$ cat src/rtl/serializer_pkg.sv
// Shared types and constants for the reversed-pair serializer.
// SERIALIZER_PARITY_EN adds a trailing even-parity bit to every frame.
package serializer_pkg;

  typedef enum logic [1:0] {
    IDLE   = 2'd0,
    SHIFT  = 2'd1,
    PARITY = 2'd2
  } ser_state_t;

  localparam int DEFAULT_WIDTH = 8;

  function automatic int frame_len(input int width);
`ifdef SERIALIZER_PARITY_EN
    return 2 * width + 1;
`else
    return 2 * width;
`endif
  endfunction

endpackage

$ cat src/rtl/pair_shift_reg.sv
// Parallel-load, shift-right register holding {b, a} plus the bit counter
// that marks the first and last data bit of a frame.
module pair_shift_reg #(
  parameter int WIDTH = 8
) (
  input  logic             clk,
  input  logic             rst_n,
  input  logic             load,
  input  logic             shift,
  input  logic [WIDTH-1:0] a_in,
  input  logic [WIDTH-1:0] b_in,
  output logic             bit_out,
  output logic             first,
  output logic             last
);

  localparam int CW = $clog2(2 * WIDTH + 1);
  localparam logic [CW-1:0] LAST_IDX = CW'(2 * WIDTH - 1);

  logic [2*WIDTH-1:0] shreg;
  logic [CW-1:0]      count;

  // Load takes priority so a back-to-back accept on the last edge restarts cleanly.
  always_ff @(posedge clk or negedge rst_n) begin
    if (!rst_n) begin
      shreg <= '0;
      count <= '0;
    end else if (load) begin
      shreg <= {b_in, a_in};
      count <= '0;
    end else if (shift) begin
      shreg <= {1'b0, shreg[2*WIDTH-1:1]};
      count <= count + CW'(1);
    end
  end

  assign bit_out = shreg[0];
  assign first   = (count == '0);
  assign last    = (count == LAST_IDX);

endmodule

$ cat src/rtl/reversed_pair_serializer.sv
// Serializes a pair of WIDTH-bit words (a then b, LSB first) behind a valid/ready handshake.
// Optional trailing parity bit via SERIALIZER_PARITY_EN.
module reversed_pair_serializer
  import serializer_pkg::*;
#(
  parameter int WIDTH = DEFAULT_WIDTH
) (
  input  logic             clk,
  input  logic             rst_n,
  input  logic             in_valid,
  output logic             in_ready,
  input  logic [WIDTH-1:0] a_in,
  input  logic [WIDTH-1:0] b_in,
  output logic             ser_out,
  output logic             ser_valid,
  output logic             ser_first,
  output logic             ser_last,
  output logic             busy
);

  ser_state_t state, state_next;
  logic load, shift, sr_bit, sr_first, sr_last;

  pair_shift_reg #(.WIDTH(WIDTH)) u_shreg (
    .clk     (clk),
    .rst_n   (rst_n),
    .load    (load),
    .shift   (shift),
    .a_in    (a_in),
    .b_in    (b_in),
    .bit_out (sr_bit),
    .first   (sr_first),
    .last    (sr_last)
  );

  always_ff @(posedge clk or negedge rst_n) begin
    if (!rst_n) state <= IDLE;
    else        state <= state_next;
  end

`ifdef SERIALIZER_PARITY_EN
  // Running XOR of the bits already sent, so the parity cycle needs no wide reduction.
  logic parity;
  always_ff @(posedge clk or negedge rst_n) begin
    if (!rst_n)              parity <= 1'b0;
    else if (load)           parity <= 1'b0;
    else if (state == SHIFT) parity <= parity ^ sr_bit;
  end
`endif

  always_comb begin
    state_next = state;
    in_ready   = 1'b0;
    load       = 1'b0;
    shift      = 1'b0;
    ser_out    = 1'b0;
    ser_valid  = 1'b0;
    ser_first  = 1'b0;
    ser_last   = 1'b0;
    case (state)
      IDLE: begin
        in_ready = 1'b1;
        if (in_valid) begin
          load       = 1'b1;
          state_next = SHIFT;
        end
      end
      SHIFT: begin
        ser_out   = sr_bit;
        ser_valid = 1'b1;
        ser_first = sr_first;
        shift     = 1'b1;
`ifdef SERIALIZER_PARITY_EN
        if (sr_last) state_next = PARITY;
`else
        ser_last = sr_last;
        in_ready = sr_last;
        if (sr_last) begin
          if (in_valid) begin
            load       = 1'b1;
            state_next = SHIFT;
          end else begin
            state_next = IDLE;
          end
        end
`endif
      end
`ifdef SERIALIZER_PARITY_EN
      PARITY: begin
        ser_out   = parity;
        ser_valid = 1'b1;
        ser_last  = 1'b1;
        in_ready  = 1'b1;
        if (in_valid) begin
          load       = 1'b1;
          state_next = SHIFT;
        end else begin
          state_next = IDLE;
        end
      end
`endif
      default: state_next = IDLE;
    endcase
  end

  assign busy = (state != IDLE);

endmodule
$ cat config.mk
export PLATFORM = sky130hd
export DESIGN_NAME = reversed_pair_serializer
export DESIGN_NICKNAME = d
export VERILOG_FILES = /design/src/rtl/serializer_pkg.sv /design/src/rtl/pair_shift_reg.sv /design/src/rtl/reversed_pair_serializer.sv
export SDC_FILE = /design/constraint.sdc
export NUM_CORES = 1
export LEC_CHECK = 0
export CAP_MARGIN = 40
export CORE_ASPECT_RATIO = 1.2
export CORE_MARGIN = 2
export CORE_UTILIZATION = 40
export CTS_CLUSTER_DIAMETER = 30
export CTS_CLUSTER_SIZE = 20
export DETAILED_ROUTE_END_ITERATION = 6
export PLACE_DENSITY = 0.66
export SLEW_MARGIN = 0
export SYNTH_ARGS = -nofsm -noshare
export SYNTH_HDL_FRONTEND = slang
export SYNTH_SLANG_ARGS = --single-unit
$ cat constraint.sdc
create_clock -name clk -period 2.4 [get_ports clk]
set_input_delay 0.36 -clock clk [delete_from_list [all_inputs] [get_ports clk]]
set_output_delay 0.36 -clock clk [all_outputs]
set_load 0.005 [all_outputs]
== After elaboration in Yosys (flattened, before gate mapping) ==
Index checks and enable logic that the tools add are counted.
Widths: inputs -> output; s select.

* Memories: 0
* Flip-flop bits (word level): 23
* Logic and storage cells: 29
* Bits in latches: 0
* RAM bits: 0
* Input bits: 19
* ROM bits: 0
* Output and inout bits: 6

* Eq/ne operators: 4
* Shift-type cells: 0
* Divide/modulo/power cells: 0
* Add/sub/neg operators: 1
* Magnitude comparators: 0
* Multiplexer cells: 16
* Bitwise operators: 0
* Reductions and logical operators: 5
* $mul: 0

{| class="wikitable"
|+ Operators with widths
! cell !! number
|-
| $mux 16 || 2
|-
| $mux 5 || 2
|-
| $mux 1 || 7
|-
| $add 5x1->5 const B || 1
|-
| $eq 5x4->1 const B || 1
|-
| $logic_not 5->1 || 1
|-
| $mux 2 || 2
|-
| $ne 2x2->1 const B || 2
|-
| $pmux 1 s2 || 2
|-
| $pmux 2 s2 || 1
|-
| $reduce_bool 2->1 || 2
|-
| $eq 2x1->1 const B || 1
|-
| $logic_not 2->1 || 1
|-
| $reduce_and 2->1 || 1
|}

== Longest topological paths before layout ==
* Depth after elaboration: 4
* Mapped depth: 8

== Hierarchy ==
A second synthesis with hierarchy kept.

* Cell total of the unflattened synthesis: 105
* Area, all modules: 1143.6 µm²

{| class="wikitable"
|+ Modules (own cells, without submodules)
! module !! sequential area each (µm²) !! area an instance (µm²) !! times used !! cells each
|-
| pair_shift_reg || 525.5 || 1063.5 || 1 || 97
|-
| reversed_pair_serializer || 25.0 || 80.1 || 1 || 8
|}

== Least setup slack after synthesis ==
Ideal clock, no wire load.

* Path type: flip-flop to output port
* Start: register u_shreg.count[0]
* End: output port in_ready
* Cell stages (with the launch flop): 7
* Required time: 2040 ps
* Data arrival time: 1390 ps
* Setup slack: 650 ps
* Path through: dfrtp_1 > ha_1 > and3_1 > ha_1 > nand2b_1 > buf_2 > buf_6

* Word-level cells in the longest chain between the ends: 2

{| class="wikitable"
|+ RTL lines
! element !! RTL line !! source
|-
| start, declared || pair_shift_reg.sv:21 || <nowiki>logic [CW-1:0] count;</nowiki>
|-
| start signal, assigned || pair_shift_reg.sv:33 || <nowiki>count <= count + CW'(1);</nowiki>
|-
| $eq 5x4->1 || pair_shift_reg.sv:39 || <nowiki>assign last = (count == LAST_IDX);</nowiki>
|-
| $pmux 1 s2 || reversed_pair_serializer.sv:60 || <nowiki>case (state)</nowiki>
|-
| end, declared || reversed_pair_serializer.sv:11 || <nowiki>output logic in_ready,</nowiki>
|}

No other way between the ends.

== Worst setup path in the final report ==
* Start: register u_shreg.count[0]
* End: output port ser_last

* Word-level cells in the longest chain between the ends: 2

{| class="wikitable"
|+ RTL lines
! element !! RTL line !! source
|-
| $eq 5x4->1 || pair_shift_reg.sv:39 ||
|-
| $mux 1 || reversed_pair_serializer.sv:60 ||
|-
| end, declared || reversed_pair_serializer.sv:17 || <nowiki>output logic ser_last,</nowiki>
|}

No other way between the ends.

==> key figures <==
Outcome
  – Status: finished clean

Pwr
  – Worst vdd ir: 0.427 mV
  – Switching pwr: 0.381 mW
  – Pwr Density: 846 nW/um2
  – Clock share of power: 0.141
  – Pleak: roughly 0.67 nW
  – Internal: a little under 0.8 mW
  – Register share of total power: 0.512
  – Sw Ratio: 0.331
  – Gate power share: 0.348

STA
  – Final hold slack: roughly 0.39 ns
  – Fin Clk Skew: 0.00999 ns
  – Final WS setup: 0.154 ns
  – Aggregate negative setup slack: 0 ns
  – Slew Limit Fails: 0
  – Fmax: 445 MHz
  – Fin. Hold Viols: 0
  – RSZ-0062 raised after global routing: no
  – Final period util: 0.936
  – Worst-margin pin slew: 0.431 ns
  – Relative slew slack: 0.712
  – Tmin final: 2.25 ns
  – # setup viols final: 0

Clock tree
  – Reg clk slew, reported paths: approximately 0.12 ns
  – Clk_lat worst skew: 0.30 ns
  – CTS tree: done
  – H-tree Lvls: 1
  – CTS root buf: clkbuf_4
  – Number of buffers created by CTS: 3
  – Clk sink count: 22
  – CTS Buffer Depth: 2

Place
  – Number of port buffers: 24
  – Detailed placement HPWL: approximately 1.5 mm
  – Pre-CTS WS: 0.389 ns
  – Routability cong.: 0.842

Yosys
  – Sequential share of the synthesized area: 0.522
  – Seq cells post-synth: 22
  – Synthesized area: approximately 1100 um2
  – Yosys warns: 0
  – Syn avg cell area: between 10 and 15 um2
  – Post-Syn Instances: 105
  – Synth cell types: 24
  – Synth Net Count: 127
  – Top post-synthesis cells by area: dfrtp_1 (52%), a32oi_1 (12%), nand2_1 (12%)
  – Share of the synthesized area in the top cell type: 0.522
  – Biggest area consumer among synthesized cells: dfrtp_1

Route
  – Drt first-iter violations: 24
  – ANT nets after route: 0
  – Via density: slightly above 5
  – Routed WL: 2.07 mm
  – WL/cell: 12.7 um
  – TritonRoute pass-1 iters: 4
  – Vias after detailed routing: 846
  – Drt drc: 0

Floorplanning
  – CORE AREA: 2530 um2
  – Die Height: 60.3 um
  – Die X: 50.9 um
  – Initial core utilization: 0.417
  – IO Pins: 25
  – Row cnt: 20
  – Die ar.: 3070 um2

Cells and area
  – Antenna Cells: 0
  – Final core utilization: 0.538
  – Most frequent cells in the layout: nand2_1 (33), clkdlybuf4s50_1 (23), dfrtp_1 (22)
  – Layout cells sized above 1: 0.108
  – Commonest non-fill, non-tap cell in the layout: nand2_1
  – Net count, final: 154
  – Area Growth Syn to Fin: 28.8%

GRT
  – GRT Overall Usage: 0.156
  – GR Overflow Total: 0
  – First-pass GRT wire length: 3.59 mm
  – Largest net degree at the start of global routing: 23
  – Antenna violations before repair: 0
  – Vias in the first global route: 871

Worst setup path
  – Worst R2R End: u_shreg.shreg[15]
  – Worst path arrival time: 1.89 ns
  – CP Launch Type: flip-flop
  – R2R Setup Slk: 0.53 ns
  – Worst path required time: 2.04 ns
  – Reg2Reg Depth: 7
  – Reg2reg start: u_shreg.count[0]
  – Critical Path End Type: output port
  – WS Path Type: reg2out
  – Crit path max fanout: 3

Min path
  – Hold Path Class: in2async

Run
  – Max Cap Viol: 0
[cells by family after synthesis]
| group | count (synthesis) | share of synthesized area |
|---|---|---|
| simple gates | 44 | 0.179 |
| flops | 22 | 0.522 |
| xor+xnor | 1 | 0.00831 |
| buf+inv | 11 | 0.0581 |
| compound gates | 23 | 0.186 |
| mux | 1 | 0.0107 |
| fa+ha+maj | 3 | 0.0356 |
[synth_stat cells]
cell      number
nand2_1       33
dfrtp_1       22
a32oi_1       15
buf_2          4
o21ai_0        4
ha_1           3
inv_1          3
and2_1         2
buf_4          2
nand2b_1       2
nor2_1         2
a21boi_4       1
a21oi_1        1
a22o_1         1
and2_4         1
and3_1         1
buf_6          1
clkbuf_1       1
mux2_2         1
nand3_1        1
nor4_1         1
o31ai_2        1
or3_1          1
xor2_1         1
[state kept, by name, indices dropped and copies added, names as in the netlist]
register	flops
u_shreg.count	5
u_shreg.shreg	16
state	1
[critical path: stages, from the launching register on]
cell and delay [ns]:
dfrtp_1 0.42, ha_1 0.21, and3_1 0.18, ha_2 0.19, and2_1 0.15, clkdlybuf4s50_1 0.43
[per-layer routing]
layer / up-vias / global-route usage / part of all wire
li1: 421 / - / -
met1: 398 / 0.184 / 0.45
met2: 23 / 0.284 / 0.50
met3: 4 / 0.0175 / 0.041
met4: 0 / 0.0695 / 0.014
met5: - / 0 / 0
[cell type report]
type | instances | area (um2)
Inverter | 3 | 11.3
Fill cell | 240 | 1170
Clock buffer | 3 | 22.5
Timing Repair Buffer | 30 | 288
Sequential cell | 22 | 551
Tap cell | 33 | 41.3
Multi-Input combinational cell | 72 | 445
[how the worst max path moves through the flow]
stage	startpoint	endpoint	slack, ns	cells after the start
finish	u_shreg.count[0]	ser_last	0.15	5
global route	u_shreg.count[0]	ser_last	0.05	5
CTS	u_shreg.count[0]	in_ready	0.03	5
detailed placement	u_shreg.count[0]	in_ready	0.39	5
global placement	u_shreg.count[0]	in_ready	0.41	5
floorplan	u_shreg.count[0]	in_ready	0.65	6
[power by group through the flow]
stage          Sequential (mW)  Clock, mW  Combinational [mW]
2_1_floorplan            0.573          0               0.272
3_5_place_dp             0.597          0               0.392
5_1_grt                  0.603      0.185               0.459
3_3_place_gp             0.591          0               0.378
6_report                 0.588      0.162               0.400
4_1_cts                  0.590      0.170               0.393
[metrics by stage]
stage	std cells	total power, mW	instance area (um2)
after floorplan	105	0.846	1050
after detailed placement	159	0.989	1320
after global routing	163	1.25	1360
after global placement	159	0.968	1320
final	163	1.15	1360
after CTS	162	1.15	1350
[what timing repair did]
item                       CTS  global route
setup buffers                0             1
setup endpoints to repair    0             2
gates resized for setup      0             2
hold buffers                 0             0
No activity file was read; power rests on OpenSTA's default activity.
